--- config.mk ---
export PLATFORM = sky130hd
export DESIGN_NAME = freq_input_conditioner
export DESIGN_NICKNAME = d
export VERILOG_FILES = /design/src/rtl/freq_input_conditioner.sv
export SDC_FILE = /design/constraint.sdc
export NUM_CORES = 1
export LEC_CHECK = 0
export ABC_AREA = 0
export BUFFER_PORTS_ARGS = -buffer_cell sky130_fd_sc_hd__buf_4
export CORE_ASPECT_RATIO = 0.9
export CORE_MARGIN = 3
export CORE_UTILIZATION = 35
export DETAILED_ROUTE_END_ITERATION = 8
export REMOVE_ABC_BUFFERS = 1
export SLEW_MARGIN = 20
export SYNTH_ARGS = -nofsm -noshare
export SYNTH_HDL_FRONTEND = slang
export SYNTH_SLANG_ARGS = --single-unit
--- constraint.sdc ---
create_clock -name clk -period 1.9 [get_ports clk]
set_input_delay 0.475 -clock clk [delete_from_list [all_inputs] [get_ports clk]]
set_output_delay 0.475 -clock clk [all_outputs]
set_load 0.02 [all_outputs]
--- src/rtl/freq_input_conditioner.sv ---
// Frequency-meter input front end: synchroniser, glitch filter, rising-edge pulse,
// optional decade prescaler (FREQ_COND_PRESCALE_EN) and no-signal idle monitor.
module freq_input_conditioner #(
    parameter int FILT_LEN    = 3,
    parameter int IDLE_W      = 26,
    parameter int IDLE_CYCLES = 50_000_000
) (
    input  logic       clk,
    input  logic       rst,
    input  logic       sig_in,
    input  logic [1:0] div_sel,
    output logic       edge_pulse,
    output logic       sig_filt,
    output logic       no_signal
);

    localparam logic [3:0]        FILT_MAX = 4'(FILT_LEN - 1);
    localparam logic [IDLE_W-1:0] IDLE_MAX = IDLE_W'(IDLE_CYCLES);
    localparam logic [IDLE_W-1:0] IDLE_PRE = IDLE_W'(IDLE_CYCLES - 1);

    logic              s1_r;
    logic              s2_r;
    logic [3:0]        fcnt_r;
    logic              sig_filt_r;
    logic              filt_d_r;
    logic              edge_pulse_r;
    logic              no_signal_r;
    logic [IDLE_W-1:0] icnt_r;
    logic              raw_edge_s;
    logic              fire_s;

    assign raw_edge_s = sig_filt_r & ~filt_d_r;
    assign edge_pulse = edge_pulse_r;
    assign sig_filt   = sig_filt_r;
    assign no_signal  = no_signal_r;

    // Two-flop synchroniser for the asynchronous input
    always_ff @(posedge clk) begin
        if (rst) begin
            s1_r <= 1'b0;
            s2_r <= 1'b0;
        end else begin
            s1_r <= sig_in;
            s2_r <= s1_r;
        end
    end

    // Glitch filter: a level change must persist FILT_LEN consecutive cycles
    always_ff @(posedge clk) begin
        if (rst) begin
            fcnt_r     <= 4'd0;
            sig_filt_r <= 1'b0;
            filt_d_r   <= 1'b0;
        end else begin
            filt_d_r <= sig_filt_r;
            if (s2_r == sig_filt_r) begin
                fcnt_r <= 4'd0;
            end else if (fcnt_r == FILT_MAX) begin
                sig_filt_r <= s2_r;
                fcnt_r     <= 4'd0;
            end else begin
                fcnt_r <= fcnt_r + 4'd1;
            end
        end
    end

`ifdef FREQ_COND_PRESCALE_EN
    logic [1:0] div_sel_r;
    logic [9:0] pcnt_r;
    logic [9:0] mod_max_s;
    logic       div_chg_s;

    assign div_chg_s = (div_sel_r != div_sel);
    assign fire_s    = raw_edge_s & ~div_chg_s & (pcnt_r == mod_max_s);

    // Terminal count of the decade prescaler for the registered select
    always_comb begin
        mod_max_s = 10'd0;
        case (div_sel_r)
            2'b00:   mod_max_s = 10'd0;
            2'b01:   mod_max_s = 10'd9;
            2'b10:   mod_max_s = 10'd99;
            2'b11:   mod_max_s = 10'd999;
            default: mod_max_s = 10'd0;
        endcase
    end

    // Prescaler count; a select change clears it and swallows a coincident edge
    always_ff @(posedge clk) begin
        if (rst) begin
            div_sel_r <= 2'b00;
            pcnt_r    <= 10'd0;
        end else begin
            div_sel_r <= div_sel;
            if (div_chg_s) begin
                pcnt_r <= 10'd0;
            end else if (raw_edge_s) begin
                if (pcnt_r == mod_max_s) begin
                    pcnt_r <= 10'd0;
                end else begin
                    pcnt_r <= pcnt_r + 10'd1;
                end
            end else begin
                pcnt_r <= pcnt_r;
            end
        end
    end
`else
    logic unused_div_sel_s;

    assign unused_div_sel_s = ^div_sel;
    assign fire_s           = raw_edge_s;
`endif

    // Registered count-enable pulse
    always_ff @(posedge clk) begin
        if (rst) begin
            edge_pulse_r <= 1'b0;
        end else begin
            edge_pulse_r <= fire_s;
        end
    end

    // Idle monitor on unprescaled edges; the counter saturates instead of wrapping
    always_ff @(posedge clk) begin
        if (rst) begin
            icnt_r      <= '0;
            no_signal_r <= 1'b1;
        end else if (raw_edge_s) begin
            icnt_r      <= '0;
            no_signal_r <= 1'b0;
        end else if (icnt_r == IDLE_PRE) begin
            icnt_r      <= IDLE_MAX;
            no_signal_r <= 1'b1;
        end else if (icnt_r != IDLE_MAX) begin
            icnt_r <= icnt_r + IDLE_W'(1);
        end else begin
            icnt_r <= icnt_r;
        end
    end

endmodule
### Yosys cells after proc, flatten, opt, wreduce, memory -nomap -nowiden

Index checks and enable logic that the tools add are counted.

* register bits: 36
* input bits: 5

* $add $sub $neg: 2
* equality and inequality tests: 4
* muxes and demuxes: 4
* bitwise operators: 3
* reductions and logical operators: 6

Operators by type and width (number)
* 2-to-1 mux 26 bit: 2
* adder 26 x 1 -> 26 bit (second input constant): 1
* equality test 26 bit (second input constant): 1
* inequality test 26 bit (second input constant): 1
* OR reduction 3 bit: 2
* adder 4 x 1 -> 4 bit (second input constant): 1
* equality test 4 x 2 -> 1 bit (second input constant): 1
* nonzero test 2 bit: 2
* 2-to-1 mux 1 bit: 2
* NOT 1 bit: 2
* AND reduction 2 bit: 1
* OR reduction 2 bit: 1
* bitwise AND 1 bit: 1
* equality test 1 bit: 1

### Logic depth before layout (Yosys ltp)

Gate-level depths: netlist (run 1).

* depth in word-level cells: 3
* gate-level depth with buffers: 7
* gate-level depth less buffers: 6

### Worst setup path after synthesis (run 1)

OpenSTA, ideal clock, no wires.

* kind: register -> register
* from: register icnt_r[8]
* to: register icnt_r[16]
* library setup time: 0.125 ns
* arrival: 1.868 ns
* data required time: 1.775 ns
* path slack: -0.093 ns
* stages on the path, launching flop included: 6
* buffers on the path: 1
* clock period less this slack: 1.993 ns
* path through: dfxtp_1 -> or4_4 -> or4_4 -> o31ai_4 -> buf_4 -> a21oi_1

* longest elaborated chain between the ends: 2

RTL lines
* start: declaration: line 28 `logic [IDLE_W-1:0] icnt_r;`
* start signal: assignment: line 136 `icnt_r <= icnt_r + IDLE_W'(1);`
* start signal: assignment: line 138 `icnt_r <= icnt_r;`
* parallel branches: the longest is 2 deep, another holds adder 26 x 1 -> 26 bit

Several ways; the timed one is not identified.
A chain may end at the register's enable or synchronous reset.

### Final worst setup path (run 1)

* from: register icnt_r[18]
* to: register no_signal_r, in the netlist no_signal

* longest elaborated chain between the ends: 2

RTL lines
* equality test 26 bit: line 132 `end else if (icnt_r == IDLE_PRE) begin`
* nonzero test 2 bit (no source line)
* end signal: assignment: line 128 `no_signal_r <= 1'b1;`
* end signal: assignment: line 131 `no_signal_r <= 1'b0;`
* end signal: assignment: line 134 `no_signal_r <= 1'b1;`
* end: declaration: line 27 `logic no_signal_r;`

No other way between the ends.

==> results of run 1 <==
## registers in the layout, summed over array words and instances, names as in the netlist
signal      cells
edge_pulse      1
filt_d_r        1
no_signal       1
s1_r            1
fcnt_r          4
icnt_r         26
s2_r            1
sig_filt        1
## report_power, final
group	internal (mW)	switching, mW	total [mW]
Sequential	0.762	0.00826	0.770
Clock	0.389	0.279	0.669
Combinational	0.0249	0.0262	0.0511
## metal layers
metal / GRT usage / routed length (µm) / part of all wire
met1: 0.190 / 1900 / 0.55
met2: 0.199 / 1370 / 0.40
met3: 0.0565 / 143 / 0.042
met4: 0.0229 / 19 / 0.0055
met5: 0 / 0 / 0
## cell usage after synthesis (4+ instances only)
cell type                  number  area (µm²)
sky130_fd_sc_hd__ha_1           4        50.1
sky130_fd_sc_hd__nand3_1       12        60.1
sky130_fd_sc_hd__clkbuf_1       6        22.5
sky130_fd_sc_hd__dfxtp_1       36         721
sky130_fd_sc_hd__xor2_1         9        78.8
sky130_fd_sc_hd__nor2_1        14        52.6
sky130_fd_sc_hd__nor3_1         4        20.0
sky130_fd_sc_hd__o31ai_1       10        75.1
sky130_fd_sc_hd__a21oi_1       16        80.1
sky130_fd_sc_hd__o21a_1         4        30.0
sky130_fd_sc_hd__nand4_1        6        37.5
sky130_fd_sc_hd__or4_1         11        82.6
sky130_fd_sc_hd__and2_1         4        25.0
sky130_fd_sc_hd__and3_1         4        25.0
sky130_fd_sc_hd__inv_1          5        18.8
sky130_fd_sc_hd__nor2b_1        4        25.0
sky130_fd_sc_hd__nand2_1       13        48.8
## stage by stage
stage	instance area [µm²]	power (mW)	TNS [ns]	std cells	hold slack (ns)
after detailed placement	1930	0.837	-1.65	269	0.425
after global placement	1930	0.837	-1.55	269	0.415
final	2060	1.49	-1.06	277	0.398
after global routing	2060	1.55	-1.91	277	0.394
after CTS	2040	1.51	-1.06	277	0.397
after floorplan	1650	0.812	-1.40	182	0.414
## layout by cell type (no fill, tap or decap), types with 2 or more instances in the layout
cell                       Yosys  routed
sky130_fd_sc_hd__xor2_1        9       9
sky130_fd_sc_hd__nand3_1      12      12
sky130_fd_sc_hd__or3_1         3       2
sky130_fd_sc_hd__nor2b_1       4       4
sky130_fd_sc_hd__or4_4         2       2
sky130_fd_sc_hd__a21oi_1      16      12
sky130_fd_sc_hd__clkbuf_8      0       5
sky130_fd_sc_hd__a21oi_2       0       4
sky130_fd_sc_hd__buf_4         1      23
sky130_fd_sc_hd__and3_1        4       4
sky130_fd_sc_hd__nor2_1       14      14
sky130_fd_sc_hd__or4_1        11      11
sky130_fd_sc_hd__and4_1        3       3
sky130_fd_sc_hd__nor3_1        4       4
sky130_fd_sc_hd__inv_1         5       5
sky130_fd_sc_hd__ha_1          4       4
sky130_fd_sc_hd__and2_1        4       4
sky130_fd_sc_hd__dfxtp_1      36      35
sky130_fd_sc_hd__nand2_1      13      13
sky130_fd_sc_hd__xnor2_1       3       3
sky130_fd_sc_hd__nand4_1       6       6
sky130_fd_sc_hd__o31ai_1      10      10
sky130_fd_sc_hd__o21ai_0       3       3
sky130_fd_sc_hd__o21a_1        4       4
## cells by family after synthesis
family	share of synthesized area
buf+inv	0.0291
simple gates	0.299
flops	0.429
xor+xnor	0.0626
compound gates	0.145
fa+ha+maj	0.0298
mux	0.00596
## how the worst min path moves through the flow
| stage | from | end | slack (ns) | cells after the start |
|---|---|---|---|---|
| floorplan | s1_r | s2_r | 0.41 | 1 |
| global placement | s1_r | s2_r | 0.42 | 1 |
| detailed placement | s1_r | s2_r | 0.42 | 1 |
| CTS | rst | s2_r | 0.40 | 2 |
| global route | rst | sig_filt | 0.39 | 2 |
| finish | rst | s2_r | 0.40 | 2 |
## area by class of cell
type | instances | area [µm²]
tap | 62 | 77.6
clock buffer | 6 | 72.6
sequential | 36 | 722
clock inverter | 2 | 35.0
fill | 452 | 2480
inverter | 5 | 18.8
timing repair buffer | 25 | 204
multi-input combinational | 141 | 933
## timing repair
action                                 in CTS  in global routing
resized for setup                           3                  5
setup endpoints to repair                  14                 14
endpoints found under the hold margin       0                  0
pin swaps                                   3                  0
gates cloned                                0                  0
==> results summary, run 1 <==
After detailed routing, the total wire length is between 3000 and 4000 µm. The number of buffers created by CTS is 5. The number of optimization iterations in the first detailed-route pass came out at 5. The signal on the critical path passes through or4b_4, or4_4, or3_4, a21oi_1. The total count of max-transition violations in the final report is 0. The core region is approximately 4500 µm². The effective utilization at floorplan came out at 0.369. The number of global-route vias before repair is 1367.

The most used flip-flop cell after synthesis is sky130_fd_sc_hd__dfxtp_1. The count of buffering cells on the critical path with inverters included came out at 0. The average cell area after synthesis came out at 8.88 µm². After clock tree synthesis, the flow added hold-fix buffers numbering 0.

The distinct cell type count after synthesis came out at 35. The critical path in this run is classified as flop to flop. The floorplan die height came out at 71.7 µm. The total DRC errors in the routed layout came out at 0. The startpoint kind of the worst setup timing path is a flop.

At the end of routability-driven placement, the weighted congestion stood at 0.785. In the final design database the tool counted around 220 nets. Dividing the detail-routed wire length by the instance count gives ~12 µm.

The total number of cells along the worst setup path is 4. The number of routed nets with antenna violations came out at 0. The run finished, with violations left. The total number of vias is 1422. The delay contributed by the slowest stage of the critical path came out at 0.56 ns. At the later pin of the worst-skew pair, clock insertion delay measures between 0.2 and 0.3 ns. The H-tree level count is 2.

The worst hold path belongs to the class input pin to flop. The fraction of layout cells with a size suffix above 1 came out at 0.205. The worst clock skew is 0.00383 ns. The number of flip-flops and latches in the synthesized netlist is 36. Detailed placement ended at an HPWL of 2480 µm. For this design, the slowest cell found on the critical path is sky130_fd_sc_hd__or4_4. The static leakage came out at roughly 0.73 nW. The count of buffers added on input and output ports is 5. The minimum clock period after layout came out at 1.99 ns. The area of the mapped netlist came out at 1680 µm². For this run, the total global-route usage over all layers was measured as 0.136. The worst setup path is captured at a flop. The most critical setup path has its endpoint at no_signal.

The power density of the placed cells came out at 722 nW/µm². Counting along the longest clock path gives a buffer depth of 2. Setup repair after global routing could not meet its margin everywhere.

The end-of-flow core utilization is 0.454. Broken down by cell family, the worst path's largest delay share belongs to simple AND/OR/NAND/NOR gates. The final reports fail on setup timing. The final hold violation count is 0.

TritonCTS built the clock tree. The count of final setup violators came out at 14. The total grt overflow is 0. The tightest slew margin relative to the limit came out at 0.638. At the pin with the least slew margin, the transition time is 0.537 ns.

The warning count from the yosys run is 0. The share of the yosys chip area belonging to registers came out at 0.429. In this run the post-CTS setup repair buffer count came out at 0. The iteration-0 DRC count of the detailed router is 70. The maximum fanout along the worst path is 3. Pin placement for this block handled 8 I/O pins.

The number of diodes added for antenna fixing is 0. The startpoint identified for the worst register-to-register timing path is icnt_r[18]. The die outline width came out at 79.0 µm. The count of flip-flops with a built-in enable after synthesis is 0. The maximum number of pins on one net before global-route repair came out at 17. The initial antenna violation count is 0.

The via count normalized by instance count is between 5 and 6. The endpoint identified for the worst register-to-register timing path is no_signal. The setup check on the worst reg-to-reg path leaves a slack of -0.09 ns. Counting flops with an async set or reset pin after synthesis yields a share of 0. In this run the clock root is driven by a sky130_fd_sc_hd__clkbuf_8. The critical path data required time came out at ~2.1 ns. The growth of design area from synthesis to finish came out at 22.9%.

The most critical setup path has its startpoint at icnt_r[18]. The worst ir drop on vdd is around 0.28 mV. The first global-routing pass estimated a little over 6000 µm of wire.

Across the run, the number of max-cap violations was 0. The total number of placement rows is 23. The die covers around 5700 µm². OpenSTA, run right after detailed placement, puts the worst setup slack at -0.138 ns. The clock transition time at the flip-flop clock pins of the worst setup and hold paths came out at roughly 0.070 ns.

The critical path arrival came out at 2.21 ns. After layout, the worst setup slack is -0.0853 ns. The final worst-path cycle share came out at 1.04. The logic depth of the worst register-to-register path is 4. The count of mapped cells out of synthesis came out at 189.

The number of clock sinks came out at 36. Timing would allow up to 504 MHz.
Power figures use the tool's default switching activity.
==> inputs of run 2 (changes only) <==
--- a/config.mk
+++ b/config.mk
@@ -11,6 +11,7 @@
 export CORE_MARGIN = 3
 export CORE_UTILIZATION = 35
 export DETAILED_ROUTE_END_ITERATION = 8
+export MAX_ROUTING_LAYER = met4
 export REMOVE_ABC_BUFFERS = 1
 export SLEW_MARGIN = 20
 export SYNTH_ARGS = -nofsm -noshare
==> results summary, run 2 (synthesis gave the netlist of run 1 again) <==
The number of routed nets with antenna violations is 0. Setup repair after global routing could not meet its margin everywhere. The number of global-route vias before repair is 1375. The maximum number of pins on one net before global-route repair came out at 17. For this configuration, the core starts out at a cell density of 0.369.

The initial antenna violation count was 0. The area inside the core boundary is roughly 4500 µm². STA classifies the critical path startpoint as a flop. The growth of design area from synthesis to finish came out at 22.9%. The routed wire length is between 3000 and 4000 µm. The minimum clock period after layout came out at between 1.5 and 2 ns. The maximum frequency from static timing analysis came out at 503 MHz. The count of final setup violators is 14.

Pin placement for this block handled 8 I/O pins. The total count of max-transition violations in the final report came to 0. The end-of-flow core utilization came out at 0.454. The path class of the tightest hold or removal check is input pin to flop. The H-tree level count is 2. The count of buffers added on input and output ports is 5. The die area came out at ~5700 µm².

The flow ran to the end, but the final reports show violations. The power density of the placed cells came out at 721 nW/µm². The library cells used most frequently in the layout, excluding fill and tap cells, are sky130_fd_sc_hd__dfxtp_1 (35), sky130_fd_sc_hd__buf_4 (23), sky130_fd_sc_hd__nor2_1 (14), sky130_fd_sc_hd__nand2_1 (13). The filler cell count in the final layout is 452.

On the final layout, the worst clock skew is 0.00362 ns. The final worst-path cycle share came out at 1.05. The clock net in this run drives a total of 36 sinks. The number of optimization iterations in the first detailed-route pass is 4. The number of flip-flops under the largest register name came out at 26. Summed over all layers, the global routing overflow is 0. Routability-driven placement finished with a final weighted congestion of around 0.8.

The final reports fail on setup timing. The die outline width is 79.0 µm. The critical path data required time is 2.12 ns.

The number of buffers created by CTS came out at 5. The buffer type at the clock tree root is sky130_fd_sc_hd__clkbuf_8. Leaving out fill and tap cells, the most frequent cell in the layout is sky130_fd_sc_hd__dfxtp_1.

The clock transition time at the flip-flop clock pins of the worst setup and hold paths is 0.07 ns. The via count normalized by instance count came out at 5.12. The clock insertion delay at the later pin of the skew report came out at approximately 0.28 ns. The total DRC errors in the routed layout is 0. The area of all placed cells without fillers came out at 2060 µm². The clock tree buffer depth is 2. The total number of placement rows is 23. The largest registers in the layout are icnt_r: 26 flops, fcnt_r: 4 flops. Ranked by flip-flop count, first place goes to icnt_r. The global-route usage over all layers is 0.138. At the worst endpoint, the arrival time is 2.21 ns. In the final layout, the share of cells above drive strength 1 is 0.205.

In this run, the number of DRC markers left after iteration 0 of detailed routing was about 70. The final hold violation count came to 0. The kind of end point of the critical path is a flop.

Dividing the detail-routed wire length by the instance count gives approximately 12 µm. The number of diodes added for antenna fixing came out at 0. The analysis attributes to cell leakage a power of 0.733 nW. The slew at the pin closest to its max-slew limit is 0.538 ns. The tightest slew margin relative to the limit is 0.638. In this run the post-CTS setup repair buffer count came out at 0. The number of nets in the final layout came out at roughly 220.

The total number of vias came out at 1418. The half-perimeter wire length after placement came out at around 2500 µm. The number of max-cap violations is 0. The first-pass GRT wire length is 6070 µm. The maximum fanout along the worst path is 3.

By startpoint and endpoint, the worst setup path is classified as flop to flop. Measured along the y axis, the die boundary spans 71.7 µm. Across the VDD grid, the largest voltage drop is approximately 0.28 mV. TritonCTS built the clock tree. The post-route worst setup slack is -0.0882 ns. The placement-stage cell area came out at 1930 µm².
[run 2: cell counts in the layout (fill, tap and decap cells not counted)]
No cell type changed its count.
[run 2: routing by layer]
metal / track usage / share of wire / vias to the layer above / wire length (µm)
met5: - / 0 / - / 0
met4: 0.0401 / 0.0097 / 0 / 33
met3: 0.0377 / 0.049 / 5 / 167
met2: 0.198 / 0.39 / 23 / 1320
met1: 0.190 / 0.55 / 643 / 1890
li1: - / - / 747 / -
[run 2: worst max-delay path, stage by stage, from the launching register on]
cell                      delay, ns
sky130_fd_sc_hd__dfxtp_2       0.32
sky130_fd_sc_hd__or4b_4        0.53
sky130_fd_sc_hd__or4_4         0.56
sky130_fd_sc_hd__or3_4         0.40
sky130_fd_sc_hd__a21oi_1       0.12
[run 2: area by class of cell]
class,count,area [µm²],share of cell area
multi-input combinational,141,933,0.452
sequential,36,722,0.350
timing repair buffer,25,204,0.0988
tap,62,77.6,0.0376
clock buffer,6,72.6,0.0352
clock inverter,2,35.0,0.0170
inverter,5,18.8,0.00910
[run 2: repair_timing]
item | CTS | global route
hold buffers | 0 | 0
endpoints found under the setup margin | 14 | 14
gates resized for setup | 3 | 5
pin swaps | 3 | 0
[run 2: path summary, 6_finish.rpt]
path | slack (ns) | endpoint | depth (start not counted) | from
max | -0.09 | no_signal | 4 | icnt_r[18]
min | 0.40 | s2_r | 2 | rst
max reg2reg | -0.09 | no_signal | 4 | icnt_r[18]
min reg2reg | 0.44 | s2_r | 1 | s1_r
[run 2: metrics by stage]
step           TNS (ns)  power, mW  instances  hold slack (ns)  setup slack (ns)
4_1_cts           -1.06       1.51        277            0.397           -0.0924
5_1_grt           -1.91       1.54        277            0.404            -0.153
6_report          -1.10       1.49        277            0.403           -0.0882
3_5_place_dp      -1.65      0.837        269            0.425            -0.138
3_3_place_gp      -1.55      0.837        269            0.415            -0.130
2_1_floorplan     -1.40      0.812        182            0.414            -0.137
[run 2: where the power goes]
group          internal, mW  switching [mW]  leakage (nW)  total, mW
clock network         0.390           0.277        0.0552      0.667
registers             0.762         0.00826         0.292      0.770
logic                0.0249          0.0262         0.387     0.0510
total                  1.18           0.312         0.733       1.49
==> inputs of run 3 (changes only) <==
--- a/config.mk
+++ b/config.mk
@@ -12,6 +12,7 @@
 export CORE_UTILIZATION = 35
 export DETAILED_ROUTE_END_ITERATION = 8
 export MAX_ROUTING_LAYER = met4
+export RECOVER_POWER = 25
 export REMOVE_ABC_BUFFERS = 1
 export SLEW_MARGIN = 20
 export SYNTH_ARGS = -nofsm -noshare
==> results summary, run 3 (synthesis gave the netlist of run 1 again) <==
The power density of the placed cells is 725 nW/µm². The maximum number of pins on one net before global-route repair came out at 17. The number of setup buffers added after CTS is 0. In the final layout, the registers with the most flip-flops are icnt_r: 26 flops, fcnt_r: 4 flops.

The global-route usage over all layers is 0.138. The post-route worst setup slack came out at -0.0882 ns. The total DRC errors in the routed layout is 0. The cell count after placement is 269.

The worst ir drop on vdd is 0.276 mV. The iteration-0 DRC count of the detailed router came out at 85. The count of nets left with antenna violations once routing finished came out at 0. The number of diodes added for antenna fixing is 0. Of the cells placed in the final design, the portion with a size suffix greater than 1 is 0.191. The die outline width came out at 79.0 µm.

The count of final setup violators came out at 14. The kind of end point of the critical path is a flop. The floorplan die height came out at slightly above 70 µm.

The number of I/O pins came out at 8. The critical path arrival is approximately 2.2 ns. The number of global-route vias before repair is roughly 1400.

The logic depth of the worst register-to-register path is 4. The number of clock sinks came out at 36. The worst hold path belongs to the class flop to flop. The net count of the finished layout is 223. The summed negative setup slack over all endpoints came out at -1.10 ns. Setup repair after global routing could not meet its margin everywhere. The final hold violation count is 0. The maximum frequency from static timing analysis is 503 MHz. The weighted congestion at the end of routability-driven global placement came out at ~0.8.

The total number of vias came out at around 1400. The initial antenna violation count came out at 0. The register with the most flip-flops in the final layout is icnt_r. The part of the total power dissipated in the clock network is 0.448. The checks that failed: setup timing. Along the worst hold path, the cell count comes to 1. The H-tree was split into 2 levels. After floorplanning, the core was divided into 23 placement rows.

The slew at the pin closest to its max-slew limit is around 0.54 ns. The first global-routing pass estimated about 6100 µm of wire. The number of buffers added on ports came out at 5. The number of hold buffers added after cts came out at 0. The number of max-cap violations came out at 0. In the layout the commonest cells are sky130_fd_sc_hd__dfxtp_1 (35), sky130_fd_sc_hd__buf_4 (20), sky130_fd_sc_hd__nor2_1 (14), sky130_fd_sc_hd__nand2_1 (13). The share of total power consumed by net switching came out at 0.210.

The number of optimization iterations in the first detailed-route pass came out at 4. The library cell used most frequently in the layout, excluding fill and tap cells, is sky130_fd_sc_hd__dfxtp_1. STA classifies the critical path startpoint as a flop. The via count normalized by instance count came out at 5.12. The mean routed wirelength per cell came out at 12.3 µm. In this run, CTS created clock tree buffers numbering 5. TritonCTS built the clock tree.

The internal portion of the total power is 1.18 mW. The worst clock skew came out at ~0.0036 ns. The critical path data required time is roughly 2.1 ns.

The die area is between 5000 and 6000 µm². The clock tree buffer depth came out at 2. The tree is rooted in a sky130_fd_sc_hd__clkbuf_8. The half-perimeter wire length after placement is 2480 µm.

The effective utilization at floorplan is 0.369. The maximum fanout along the worst path is 3. The clock transition time at the flip-flop clock pins of the worst setup and hold paths is 0.07 ns. The portion of total power attributed to combinational logic came out at 0.034.

Headroom to the max-slew limit came out at 0.638. The core region is 4550 µm². The static leakage is 0.722 nW.

Of the available clock period, the critical path in the final layout requires 1.05. The run finished, with violations left. The total grt overflow is 0.

Once layout is complete, the cells apart from fillers number between 200 and 300. The power spent charging and discharging nets is 0.312 mW. The number of flip-flops under the largest register name came out at 26.

The growth of design area from synthesis to finish came out at 22.2%. The share of total power dissipated in sequential elements is 0.518. At the later pin of the worst-skew pair, clock insertion delay measures 0.28 ns. After layout, the minimum clock period comes to 1.99 ns.

The worst setup path category is flop to flop. The routed wire length came out at 3420 µm. The total count of max-transition violations in the final report came out at 0.
==> run 3: critical path: stages, from the launching register on <==
cell and delay [ns]:
sky130_fd_sc_hd__dfxtp_2 0.32, sky130_fd_sc_hd__or4b_4 0.53, sky130_fd_sc_hd__or4_4 0.56, sky130_fd_sc_hd__or3_4 0.40, sky130_fd_sc_hd__a21oi_1 0.12
==> run 3: final cells by class <==
class	instances	area [µm²]
clock buffers	6	72.6
clock inverters	2	35.0
fillers	456	2490
inverters	5	18.8
multi-input cells	141	933
flip-flops and latches	36	722
well taps	62	77.6
repair buffers	25	193
==> run 3: what timing repair did <==
item | CTS | global route
pin swaps | 3 | 0
setup endpoints to repair | 14 | 14
gates resized for setup | 3 | 5
hold endpoints to repair | 0 | 0
==> run 3: power groups by stage <==
stage / combinational (mW) / clock (mW) / sequential [mW]
3_3_place_gp: 0.0495 / 0 / 0.788
5_1_grt: 0.0565 / 0.713 / 0.772
6_report: 0.0500 / 0.667 / 0.770
2_1_floorplan: 0.0258 / 0 / 0.786
4_1_cts: 0.0498 / 0.686 / 0.770
3_5_place_dp: 0.0494 / 0 / 0.788
==> run 3: worst paths after layout <==
kind,slack [ns],to,start
worst min register to register,0.44,s2_r,s1_r
worst min-delay path,0.44,s2_r,s1_r
worst max-delay path,-0.09,no_signal,icnt_r[18]
worst max register to register,-0.09,no_signal,icnt_r[18]
==> run 3: per-layer routing <==
| metal | global-route usage | share of wire | vias up |
|---|---|---|---|
| li1 | - | - | 747 |
| met1 | 0.190 | 0.55 | 642 |
| met2 | 0.198 | 0.39 | 23 |
| met3 | 0.0377 | 0.049 | 5 |
| met4 | 0.0401 | 0.0097 | 0 |
| met5 | - | 0 | - |
==> run 3: stage by stage <==
stage	power [mW]	hold WS, ns	area (µm²)	utilization	setup slack (ns)
final	1.49	0.437	2050	0.451	-0.0882
after global routing	1.54	0.448	2050	0.451	-0.153
after CTS	1.51	0.397	2040	0.450	-0.0924
after detailed placement	0.837	0.425	1930	0.424	-0.138
after global placement	0.837	0.415	1930	0.424	-0.130
after floorplan	0.812	0.414	1650	-	-0.137
